--- config.mk ---
export PLATFORM = sky130hd
export DESIGN_NAME = ram_arbiter
export DESIGN_NICKNAME = d
export VERILOG_FILES = /design/src/rtl/ram_arbiter_pkg.sv /design/src/rtl/ram_arb_pick.sv /design/src/rtl/ram_arbiter.sv
export SDC_FILE = /design/constraint.sdc
export NUM_CORES = 1
export LEC_CHECK = 0
export BUFFER_PORTS_ARGS = -buffer_cell sky130_fd_sc_hd__buf_2
export CORE_MARGIN = 2
export CORE_UTILIZATION = 30
export DETAILED_ROUTE_END_ITERATION = 6
export PLACE_DENSITY = 0.67
export SLEW_MARGIN = 20
export SYNTH_ARGS = -nofsm -noshare
export SYNTH_HDL_FRONTEND = slang
export SYNTH_SLANG_ARGS = --single-unit
--- constraint.sdc ---
create_clock -name clk -period 1.75 [get_ports clk]
set_clock_uncertainty 0.15 [all_clocks]
set_input_delay 0.525 -clock clk [delete_from_list [all_inputs] [get_ports clk]]
set_output_delay 0.525 -clock clk [all_outputs]
set_load 0.01 [all_outputs]
--- src/rtl/ram_arbiter_pkg.sv ---
// Shared definitions for the two-port RAM arbiter: FSM state encodings and port indices.
package ram_arbiter_pkg;

    typedef enum logic [1:0] {
        ARB_IDLE   = 2'd0,
        ARB_ACCESS = 2'd1,
        ARB_RESP   = 2'd2
    } arb_state_e;

    localparam logic ARB_M0 = 1'b0;
    localparam logic ARB_M1 = 1'b1;

endpackage

--- src/rtl/ram_arb_pick.sv ---
// Combinational grant chooser for simultaneous requests seen in IDLE.
// Build option: RAM_ARB_ROUND_ROBIN_EN selects round-robin instead of fixed port-0 priority.
module ram_arb_pick (
    input  logic req0,
    input  logic req1,
    input  logic last_gnt,
    output logic valid,
    output logic pick
);

    assign valid = req0 | req1;

`ifdef RAM_ARB_ROUND_ROBIN_EN
    // On a tie, favour the port that did not win the previous IDLE pick.
    assign pick = (req0 && req1) ? ~last_gnt : ~req0;
`else
    logic unused_last_gnt;
    assign unused_last_gnt = last_gnt;
    assign pick = ~req0;
`endif

endmodule

--- src/rtl/ram_arbiter.sv ---
// Two-master arbiter in front of a single-port synchronous RAM: IDLE -> ACCESS -> RESP.
// Build option: RAM_ARB_ROUND_ROBIN_EN (handled inside ram_arb_pick).
module ram_arbiter
    import ram_arbiter_pkg::*;
#(
    parameter int DSIZE = 16,
    parameter int ASIZE = 14
) (
    input  logic             clk,
    input  logic             reset_b,
    // Handshake: a master raises mX_req with rnw/addr/wdata stable and holds it
    // until the one-cycle mX_ack; rdata is meaningful only while ack is high.
    input  logic             m0_req,
    input  logic             m0_rnw,
    input  logic [ASIZE-1:0] m0_addr,
    input  logic [DSIZE-1:0] m0_wdata,
    output logic             m0_ack,
    output logic [DSIZE-1:0] m0_rdata,
    input  logic             m1_req,
    input  logic             m1_rnw,
    input  logic [ASIZE-1:0] m1_addr,
    input  logic [DSIZE-1:0] m1_wdata,
    output logic             m1_ack,
    output logic [DSIZE-1:0] m1_rdata,
    output logic             ram_cs_b,
    output logic             ram_rnw,
    output logic [ASIZE-1:0] ram_addr,
    output logic [DSIZE-1:0] ram_din,
    input  logic [DSIZE-1:0] ram_dout,
    output logic [1:0]       dbg_state_o
);

    arb_state_e       state_q;
    logic             gnt_q;
    logic             last_gnt_q;
    logic             ram_cs_b_q;
    logic             ram_rnw_q;
    logic [ASIZE-1:0] ram_addr_q;
    logic [DSIZE-1:0] ram_din_q;

    logic             pick_valid;
    logic             pick_port;
    logic             load_port;
    logic             other_req;
    logic             sel_rnw;
    logic [ASIZE-1:0] sel_addr;
    logic [DSIZE-1:0] sel_wdata;

    ram_arb_pick u_pick (
        .req0     (m0_req),
        .req1     (m1_req),
        .last_gnt (last_gnt_q),
        .valid    (pick_valid),
        .pick     (pick_port)
    );

    // In RESP the granted port still shows its finished request, so only the other port may follow.
    assign other_req = (gnt_q == ARB_M0) ? m1_req : m0_req;
    assign load_port = (state_q == ARB_RESP) ? ~gnt_q : pick_port;
    assign sel_rnw   = (load_port == ARB_M1) ? m1_rnw   : m0_rnw;
    assign sel_addr  = (load_port == ARB_M1) ? m1_addr  : m0_addr;
    assign sel_wdata = (load_port == ARB_M1) ? m1_wdata : m0_wdata;

    always_ff @(posedge clk or negedge reset_b) begin
        if (!reset_b) begin
            state_q    <= ARB_IDLE;
            gnt_q      <= ARB_M0;
            last_gnt_q <= ARB_M1;
            ram_cs_b_q <= 1'b1;
            ram_rnw_q  <= 1'b1;
            ram_addr_q <= '0;
            ram_din_q  <= '0;
        end else begin
            case (state_q)
                ARB_IDLE: begin
                    if (pick_valid) begin
                        state_q    <= ARB_ACCESS;
                        gnt_q      <= pick_port;
                        // Only the IDLE pick is remembered; hand-over already alternates.
                        last_gnt_q <= pick_port;
                        ram_cs_b_q <= 1'b0;
                        ram_rnw_q  <= sel_rnw;
                        ram_addr_q <= sel_addr;
                        ram_din_q  <= sel_wdata;
                    end
                end
                ARB_ACCESS: begin
                    state_q    <= ARB_RESP;
                    ram_cs_b_q <= 1'b1;
                end
                ARB_RESP: begin
                    if (other_req) begin
                        state_q    <= ARB_ACCESS;
                        gnt_q      <= ~gnt_q;
                        ram_cs_b_q <= 1'b0;
                        ram_rnw_q  <= sel_rnw;
                        ram_addr_q <= sel_addr;
                        ram_din_q  <= sel_wdata;
                    end else begin
                        state_q <= ARB_IDLE;
                    end
                end
                default: begin
                    state_q    <= ARB_IDLE;
                    ram_cs_b_q <= 1'b1;
                end
            endcase
        end
    end

    assign ram_cs_b    = ram_cs_b_q;
    assign ram_rnw     = ram_rnw_q;
    assign ram_addr    = ram_addr_q;
    assign ram_din     = ram_din_q;
    assign dbg_state_o = state_q;

    assign m0_ack   = (state_q == ARB_RESP) && (gnt_q == ARB_M0);
    assign m1_ack   = (state_q == ARB_RESP) && (gnt_q == ARB_M1);
    assign m0_rdata = m0_ack ? ram_dout : '0;
    assign m1_rdata = m1_ack ? ram_dout : '0;

endmodule
## After elaboration in Yosys (flattened, before gate mapping)

Index checks and enable logic that the tools add are counted.

| operators by class | value |
|---|---|
| bitwise gates (word level) | 3 |
| mux-type cells | 25 |
| reduce and logical (&&, ||, !) cells | 6 |
| equality and inequality tests | 4 |

Operator list:

| kind | count |
|---|---|
| $mux W16 | 5 |
| $mux W14 | 3 |
| $pmux W16 S2 | 1 |
| $pmux W14 S2 | 1 |
| $mux W1 | 10 |
| $pmux W1 S2 | 3 |
| $pmux W2 S3 | 1 |
| $ne A2 B2 Y1 const B | 2 |
| $reduce_and A3 Y1 | 1 |
| $eq A2 B1 Y1 const B | 1 |
| $eq A2 B2 Y1 const B | 1 |
| $logic_and A1 B1 Y1 | 2 |
| $logic_not A2 Y1 | 1 |
| $mux W2 | 1 |
| $not A1 Y1 | 2 |
| $reduce_and A2 Y1 | 1 |
| $reduce_bool A2 Y1 | 1 |
| $or A1 B1 Y1 | 1 |

| storage, ports and cells | value |
|---|---|
| logic and storage cells | 44 |
| register bits after elaboration | 35 |
| bits of input ports | 82 |
| output and inout port bits | 68 |

## Logic depth before layout (Yosys ltp)

Gate-level depths: netlist of run 1.

| depth | value |
|---|---|
| word-level depth | 5 |
| depth in mapped cells | 6 |
| gate-level depth less buffers | 4 |

## By module

A second synthesis of run 1 with hierarchy kept.

| unflattened totals | value |
|---|---|
| cell total of the unflattened synthesis | 197 |
| area total of the unflattened synthesis | 1911.8 um^2 |

By module, submodules not included:

| module | area each (um^2) | seq. area each (um^2) | cells each | times used |
|---|---|---|---|---|
| ram_arbiter | 1901.8 | 904.6 | 195 | 1 |
| ram_arb_pick | 10.0 | 0.0 | 2 | 1 |

## Least setup slack after synthesis of run 1

Ideal clock, no wire load.

| timing path | value |
|---|---|
| kind | register -> output |
| start point | register state_q[0] (netlist: dbg_state_o[0]) |
| end point | output m0_rdata[10] |
| required time | 1.075 ns |
| data arrival time | 1.357 ns |
| cell stages (with the launch flop) | 5 |
| path slack | -0.282 ns |
| path buffers | 1 |
| path through | dfrtp_1 nand2b_1 nor2_1 clkbuf_1 and2_1 |

| between the ends | value |
|---|---|
| longest elaborated chain between the ends | 3 |

Ends and longest elaborated chain:

| item | line | text |
|---|---|---|
| from (decl) | ram_arbiter.sv:33 | `arb_state_e state_q;` |
| from (signal assigned) | ram_arbiter.sv:66 | `state_q <= ARB_IDLE;` |
| from (signal assigned) | ram_arbiter.sv:77 | `state_q <= ARB_ACCESS;` |
| from (signal assigned) | ram_arbiter.sv:88 | `state_q <= ARB_RESP;` |
| $eq A2 B2 Y1 | ram_arbiter.sv:117 | `assign m0_ack = (state_q == ARB_RESP) && (gnt_q == ARB_M0);` |
| $logic_and A1 B1 Y1 | ram_arbiter.sv:117 |  |
| named net m0_ack | ram_arbiter.sv:17 | `output logic m0_ack,` |
| $mux W16 | ram_arbiter.sv:119 | `assign m0_rdata = m0_ack ? ram_dout : '0;` |
| to (decl) | ram_arbiter.sv:18 | `output logic [DSIZE-1:0] m0_rdata,` |

The timed path passes the listed nets, and every way through them passes these cells.

## Final worst setup path of run 1

| timing path | value |
|---|---|
| start point | register state_q[1] (netlist: dbg_state_o[1]) |
| end point | output m0_rdata[2] |

| between the ends | value |
|---|---|
| longest elaborated chain between the ends | 3 |

Ends and longest elaborated chain:

| item | line |
|---|---|
| $eq A2 B2 Y1 | ram_arbiter.sv:117 |
| $logic_and A1 B1 Y1 | ram_arbiter.sv:117 |
| $mux W16 | ram_arbiter.sv:119 |

Every way passes these cells.

==> impl_metrics.toml, run 1 <==
[synth]
synth_top_area_share_pct = 45.0
synth-warning-count = 0
netlist_instances = 187
synth-compound-area-share_pct = 11.2
synth.lib_cells_used.distinct = 20
yosys-top-cells-area = "sky130_fd_sc_hd__dfrtp_1 45%, sky130_fd_sc_hd__mux2i_1 17%, sky130_fd_sc_hd__and2_1 11%, sky130_fd_sc_hd__o21ai_1 8.2%, sky130_fd_sc_hd__nand2_1 6.3%"
synth_area_mm2 = 0.00183
yosys-mux-area-fraction_pct = 16.9
synth_seq_area_share_pct = 47.9
synth_top_family_by_area = "simple AND/OR/NAND/NOR gates"
xor_and_xnor_fraction_of_the_mapped_netlist_area_pct = 0
synth_nets = 269
post_synthesis_simple_gate_area_fraction_pct = 19.6
synthAdderAreaFrac_pct = 0
postSynthRegisterBits = 35
syn-mean-instance-area_um2 = 9.81
post-synth-top-area-cell = "sky130_fd_sc_hd__dfrtp_1"

[global_route]
grt_first_pass_wirelength_mm = 7.25
globalRouteMet2Util_pct = 26.4
use_met3_pct = 3.70
pin_count_of_the_biggest_net_entering_global_routing = 37
globalRouteOverflowTotal = 0
grt_antenna_before_repair = 0
grt_use_total_pct = 14.2
first_global_vias = 1606
grt.busiest_layer = "met2"
gr-usage-met1_pct = 16.2

[worst_setup_path]
worst_setup_path_start_kind = "flop"
critical_path_required_ns = 1.07
crit_path_max_fanout = 17
setup.worst_path.class = "flop to output port"
kind_of_end_point_of_the_critical_path = "output port"
worst-endpoint-arrival_ns = 1.37

[sta]
fmaxAchievable_mhz = 489
setup_repair_after_global_routing_missed_its_margin = "yes"
min_period_over_period_pct = 117
finalMaxSlewViolations = 0
final.min_clock_period_ns = 2.04
final-setup-viol-count = 65
slew_at_the_pin_with_the_worst_max_slew_slack_ns = 0.404
worst_slack_ns = -0.295
timing.hold.ws_ns = 0.0190
hold_viol = 0
slew_margin_rel_pct = 73.1

[placement]
post-place-ws_ns = -0.0757
dp.cells = 410
numPortBuffers = 149
gp_routability_congestion = 0.662
place.detailed.hpwl_mm = 3.83

[outcome]
failed_checks = "negative setup slack"
outcome = "finished with violations"

[floorplanning]
die_width_um = 82.2
row_count = 28
core_area_mm2 = 0.00592
initial_standard_cell_utilization_of_the_core_pct = 31.0
ios = 150
fp.dieArea_mm2 = 0.00676
die_height_um = 82.2

[worst_hold_path]
worstHoldPathType = "input pin to async pin"

[clock_tree]
clock_tree.root_cell = "sky130_fd_sc_hd__clkbuf_8"
cts.reportedPaths.clkPinSlew_ns = 0.07
h-tree-depth = 2
insertion_delay_ns = 0.28
clock_path_buffers = 2
tritoncts.num_buffers = 5
clock-sinks = 35
tritoncts_clock_tree = "done"
cts_hold_buffers = 0

[detailed_routing]
vias_per_cell = 4.36
initialDrtViolationCount = 37
drt_pass1_iterations = 4
routed_wire_length_per_instance_um = 12.0
finalWirelength_mm = 5.13
final_antenna_net_count = 0
routed-via-count = 1858
drc_viols = 0

[pwr]
power_density_mw_per_mm2 = 1500
worst_ir_drop_vdd_mv = 0.642
cellLeakagePower_uw = 0.00174

[final_layout]
synthToLayoutAreaGrowth_pct = 74.6
final-instance-count-excl-fill = 426
filler_cell_count = 532
final_layout_size_suffix_gt1_share_pct = 58.7
antenna-diode-count = 0
nets = 432
fin_util_pct = 54.1

[run]
maxCapViolCount = 0
-- routing by layer --
layer	vias up	routed length, µm	part of all wire (%)
met5	-	0	0
met4	0	43	0.84
met3	6	550	11
met2	102	2510	49
met1	804	2030	40
li1	946	-	-
-- cell families (layout without fill, tap and decap cells) --
logic type	Yosys count	after routing
AND/OR/NAND/NOR	71	71
multiplexers	31	31
AO/OA/AOI/OAI	36	36
buffers and inverters	14	178
flip-flops	35	35
-- worst paths after layout --
kind,startpoint,endpoint,slack [ns],depth (start not counted)
max in group asynchronous,reset_b,ram_cs_b$_DFFE_PN1P_,0.92,2
worst min-delay path,reset_b,ram_addr[0]$_DFFE_PN0P_,0.02,1
min in group clk,ram_rnw$_DFFE_PN1P_,ram_rnw$_DFFE_PN1P_,0.32,2
worst max-delay path,dbg_state_o[1]$_DFFE_PN0P_,m0_rdata[2],-0.29,6
worst max register to register,dbg_state_o[1]$_DFFE_PN0P_,ram_din[1]$_DFFE_PN0P_,-0.11,8
worst min register to register,ram_rnw$_DFFE_PN1P_,ram_rnw$_DFFE_PN1P_,0.32,2
-- cells in the final DEF (no fill, tap or decap), drive strengths merged --
| cell type | instances |
|---|---|
| clkbuf | 7 |
| dfrtp | 33 |
| and2 | 32 |
| mux2i | 31 |
| o221ai | 1 |
| buf | 168 |
| inv | 2 |
| a31oi | 1 |
| a21oi | 2 |
| clkinv | 1 |
| o21ai | 31 |
| nand2b | 3 |
| dfstp | 2 |
| and3b | 1 |
| nor2 | 4 |
| a21boi | 1 |
| nand2 | 31 |
-- synthesized netlist by cell type --
library cell               count
sky130_fd_sc_hd__a21oi_1       1
sky130_fd_sc_hd__clkbuf_1      4
sky130_fd_sc_hd__mux2i_1      31
sky130_fd_sc_hd__dfstp_2       2
sky130_fd_sc_hd__buf_2         3
sky130_fd_sc_hd__clkbuf_2      2
sky130_fd_sc_hd__nand2b_1      3
sky130_fd_sc_hd__a21boi_0      1
sky130_fd_sc_hd__buf_6         3
sky130_fd_sc_hd__and2_1       32
sky130_fd_sc_hd__nand2_1      31
sky130_fd_sc_hd__nor2_1        4
sky130_fd_sc_hd__o221ai_2      1
sky130_fd_sc_hd__a31oi_1       1
sky130_fd_sc_hd__a21oi_4       1
sky130_fd_sc_hd__o21ai_1      30
sky130_fd_sc_hd__o21ai_0       1
sky130_fd_sc_hd__dfrtp_1      33
sky130_fd_sc_hd__and3b_1       1
sky130_fd_sc_hd__inv_1         2
-- power by group --
| group | total (µW) | switching [µW] | internal, µW |
|---|---|---|---|
| Combinational | 2830 | 1360 | 1470 |
| Sequential | 1430 | 198 | 1230 |
| Clock | 544 | 265 | 279 |
| Total | 4800 | 1820 | 2980 |
-- flip-flops by register name, summed over array words and instances (netlist names) --
register,flops
ram_din,16
dbg_state_o,2
ram_addr,14
ram_rnw,1
gnt_q,1
ram_cs_b,1
-- layout make-up --
type | instances | area (µm²) | area share, %
clock buffers | 7 | 76.3 | 2.38
clock inverters | 1 | 5.00 | 0.156
inverters | 2 | 7.51 | 0.234
multi-input cells | 138 | 987 | 30.8
flip-flops and latches | 35 | 880 | 27.5
well taps | 75 | 93.8 | 2.93
repair buffers | 168 | 1150 | 36.0
-- metrics by stage --
stage | power (µW) | TNS (ns) | cell area (µm²)
floorplan | 2900 | -0.0242 | 1920
global placement | 3810 | -0.506 | 2810
detailed placement | 3880 | -1.71 | 2810
CTS | 4880 | -12.00 | 3190
global route | 5200 | -14.50 | 3200
finish | 4800 | -10.47 | 3200
-- worst max-delay path, stage by stage, from the launching register on --
cell and delay (ns):
sky130_fd_sc_hd__dfrtp_2 0.41, sky130_fd_sc_hd__buf_4 0.14, sky130_fd_sc_hd__nand2b_4 0.07, sky130_fd_sc_hd__nor2_4 0.04
sky130_fd_sc_hd__buf_12 0.13, sky130_fd_sc_hd__and2_1 0.16, sky130_fd_sc_hd__buf_2 0.14
-- timing repair --
action / CTS / global route
gates cloned: 3 / 0
setup endpoints to repair: 57 / 65
gates resized for setup: 33 / 14
pin swaps: 5 / 4
buffers inserted: 8 / 1
hold endpoints to repair: 0 / 0
No activity file was read; power rests on OpenSTA's default activity.
==> inputs of run 2 (changes only) <==
CTS_BUF_LIST = sky130_fd_sc_hd__clkbuf_4   (was not set)
==> impl_metrics.toml, run 2 (same netlist as run 1, synthesis figures left out) <==
[outcome]
outcome = "finished with violations"
failed_checks = "negative setup slack"

[worst_setup_path]
worst_setup_path_start_kind = "flop"
r2r_slack_ns = -0.09
critPathSlowestCell = "sky130_fd_sc_hd__dfrtp_2"
critical_path_required_ns = 1.07
critical_path_buf_inv_count = 3
worst-endpoint-arrival_ns = 1.43
crit_path_max_fanout = 17
critical-path-max-stage-delay_ns = 0.42
kind_of_end_point_of_the_critical_path = "output port"
timing.critical_path.max_delay_family = "flip-flops"
setup.worst_path.class = "flop to output port"
path_cells = "buf_4, nand2b_4, nor2_4, buf_12, and2_1, buf_2"

[floorplanning]
fp.dieArea_mm2 = 0.00676
initial_standard_cell_utilization_of_the_core_pct = 31.0
die_width_um = 82.2
row_count = 28
ios = 150
core_area_mm2 = 0.00592
die_height_um = 82.2

[final_layout]
synthToLayoutAreaGrowth_pct = 73.4
antenna-diode-count = 0
final_layout_size_suffix_gt1_share_pct = 59.5
final_cell_mix = "130 x sky130_fd_sc_hd__buf_2, 32 x sky130_fd_sc_hd__dfrtp_1, 31 x sky130_fd_sc_hd__nand2_1"
nets = 434
max_reg_flops = 16
layout.cells.most_common = "sky130_fd_sc_hd__buf_2"
filler_cell_count = 537
layout.area.seq_um2 = 880
final-instance-count-excl-fill = 428
area_used_by_multi_input_combinational_logic_um2 = 991

[clock_tree]
tritoncts.num_buffers = 5
h-tree-depth = 2
clock_tree.root_cell = "sky130_fd_sc_hd__clkbuf_4"
cts.reportedPaths.clkPinSlew_ns = 0.10
tritoncts_clock_tree = "done"
clock-sinks = 35
insertion_delay_ns = 0.32
clock_path_buffers = 2

[placement]
post-place-ws_ns = -0.0757
numPortBuffers = 149
gp_routability_congestion = 0.662
dp.cells = 410
place.detailed.hpwl_mm = 3.83

[detailed_routing]
final_antenna_net_count = 0
routed_wire_length_per_instance_um = 12.1
drt_pass1_iterations = 3
finalWirelength_mm = 5.16
routed-via-count = 1875
initialDrtViolationCount = 27
vias_per_cell = 4.38
drc_viols = 0

[pwr]
power_density_mw_per_mm2 = 1470
worst_ir_drop_vdd_mv = 0.621
cellLeakagePower_uw = 0.00173

[sta]
min_period_over_period_pct = 120
final-setup-viol-count = 65
fmaxAchievable_mhz = 476
slew_at_the_pin_with_the_worst_max_slew_slack_ns = 0.405
worst_slack_ns = -0.351
hold_viol = 0
final.min_clock_period_ns = 2.10
setup_repair_after_global_routing_missed_its_margin = "yes"
slew_margin_rel_pct = 73.0
timing.hold.ws_ns = 0.310
finalMaxSlewViolations = 0

[worst_hold_path]
worstHoldPathType = "input pin to flop"

[run]
maxCapViolCount = 0

[global_route]
grt_first_pass_wirelength_mm = 7.35
pin_count_of_the_biggest_net_entering_global_routing = 37
first_global_vias = 1621
grt_antenna_before_repair = 0
globalRouteOverflowTotal = 0
grt_use_total_pct = 14.5
==> run 2: changes by cell type in the layout (fill, tap and decap cells not counted), moves of 2 or more <==
cell,change
sky130_fd_sc_hd__clkbuf_8,-5
sky130_fd_sc_hd__clkbuf_1,-2
sky130_fd_sc_hd__buf_4,+2
sky130_fd_sc_hd__clkbuf_4,+7
==> run 2: final cells by class <==
type	count	share of cell area, %
clock buffer	7	1.65
clock inverter	1	0.157
inverter	2	0.236
multi-input combinational	138	31.2
sequential	35	27.7
tap	75	2.95
timing repair buffer	170	36.2
==> run 2: worst paths after layout <==
check                                      startpoint                       to  cells after the start
max                        dbg_state_o[1]$_DFFE_PN0P_              m0_rdata[2]                      6
min                                            m0_req        gnt_q$_DFFE_PN0P_                      2
max reg2reg                dbg_state_o[1]$_DFFE_PN0P_   ram_din[2]$_DFFE_PN0P_                      8
min reg2reg                       ram_rnw$_DFFE_PN1P_      ram_rnw$_DFFE_PN1P_                      2
max in group asynchronous                     reset_b     ram_cs_b$_DFFE_PN1P_                      3
min in group asynchronous                     reset_b  ram_addr[0]$_DFFE_PN0P_                      2
==> run 2: worst reg2reg max path, cell delays in order (launching register included) <==
cell	delay [ns]
sky130_fd_sc_hd__dfrtp_2	0.42
sky130_fd_sc_hd__and3b_2	0.23
sky130_fd_sc_hd__buf_6	0.13
sky130_fd_sc_hd__buf_6	0.11
sky130_fd_sc_hd__a21oi_4	0.14
sky130_fd_sc_hd__buf_4	0.14
sky130_fd_sc_hd__buf_12	0.13
sky130_fd_sc_hd__mux2i_4	0.22
sky130_fd_sc_hd__o21ai_1	0.07
==> run 2: timing repair <==
item	4_1_cts	5_1_grt
gates cloned	3	0
hold buffers	1	0
endpoints found under the hold margin	16	0
pin swaps	5	5
setup buffers	9	2
endpoints found under the setup margin	64	66
gates resized for setup	33	16
==> run 2: per-stage QoR <==
stage	cell area (µm²)	TNS [ns]	utilization [%]	power (µW)
4_1_cts	3200	-15.19	54.0	4810
2_1_floorplan	1920	-0.0242	-	2900
3_5_place_dp	2810	-1.71	47.5	3880
3_3_place_gp	2810	-0.506	47.5	3810
6_report	3180	-12.25	53.7	4680
5_1_grt	3180	-16.80	53.7	5070
==> run 2: where the power goes <==
part	internal [µW]	leakage (µW)	switching, µW
logic	1450	0.00127	1370
clock network	188	0.0000361	249
registers	1230	0.000424	198
==> run 2: routing by layer <==
layer	global-route usage, %	share of wire, %	vias to the layer above
met5	0	0	-
met4	3.50	0.56	0
met3	4.02	10	5
met2	27.0	50	102
met1	16.3	39	815
li1	-	-	953
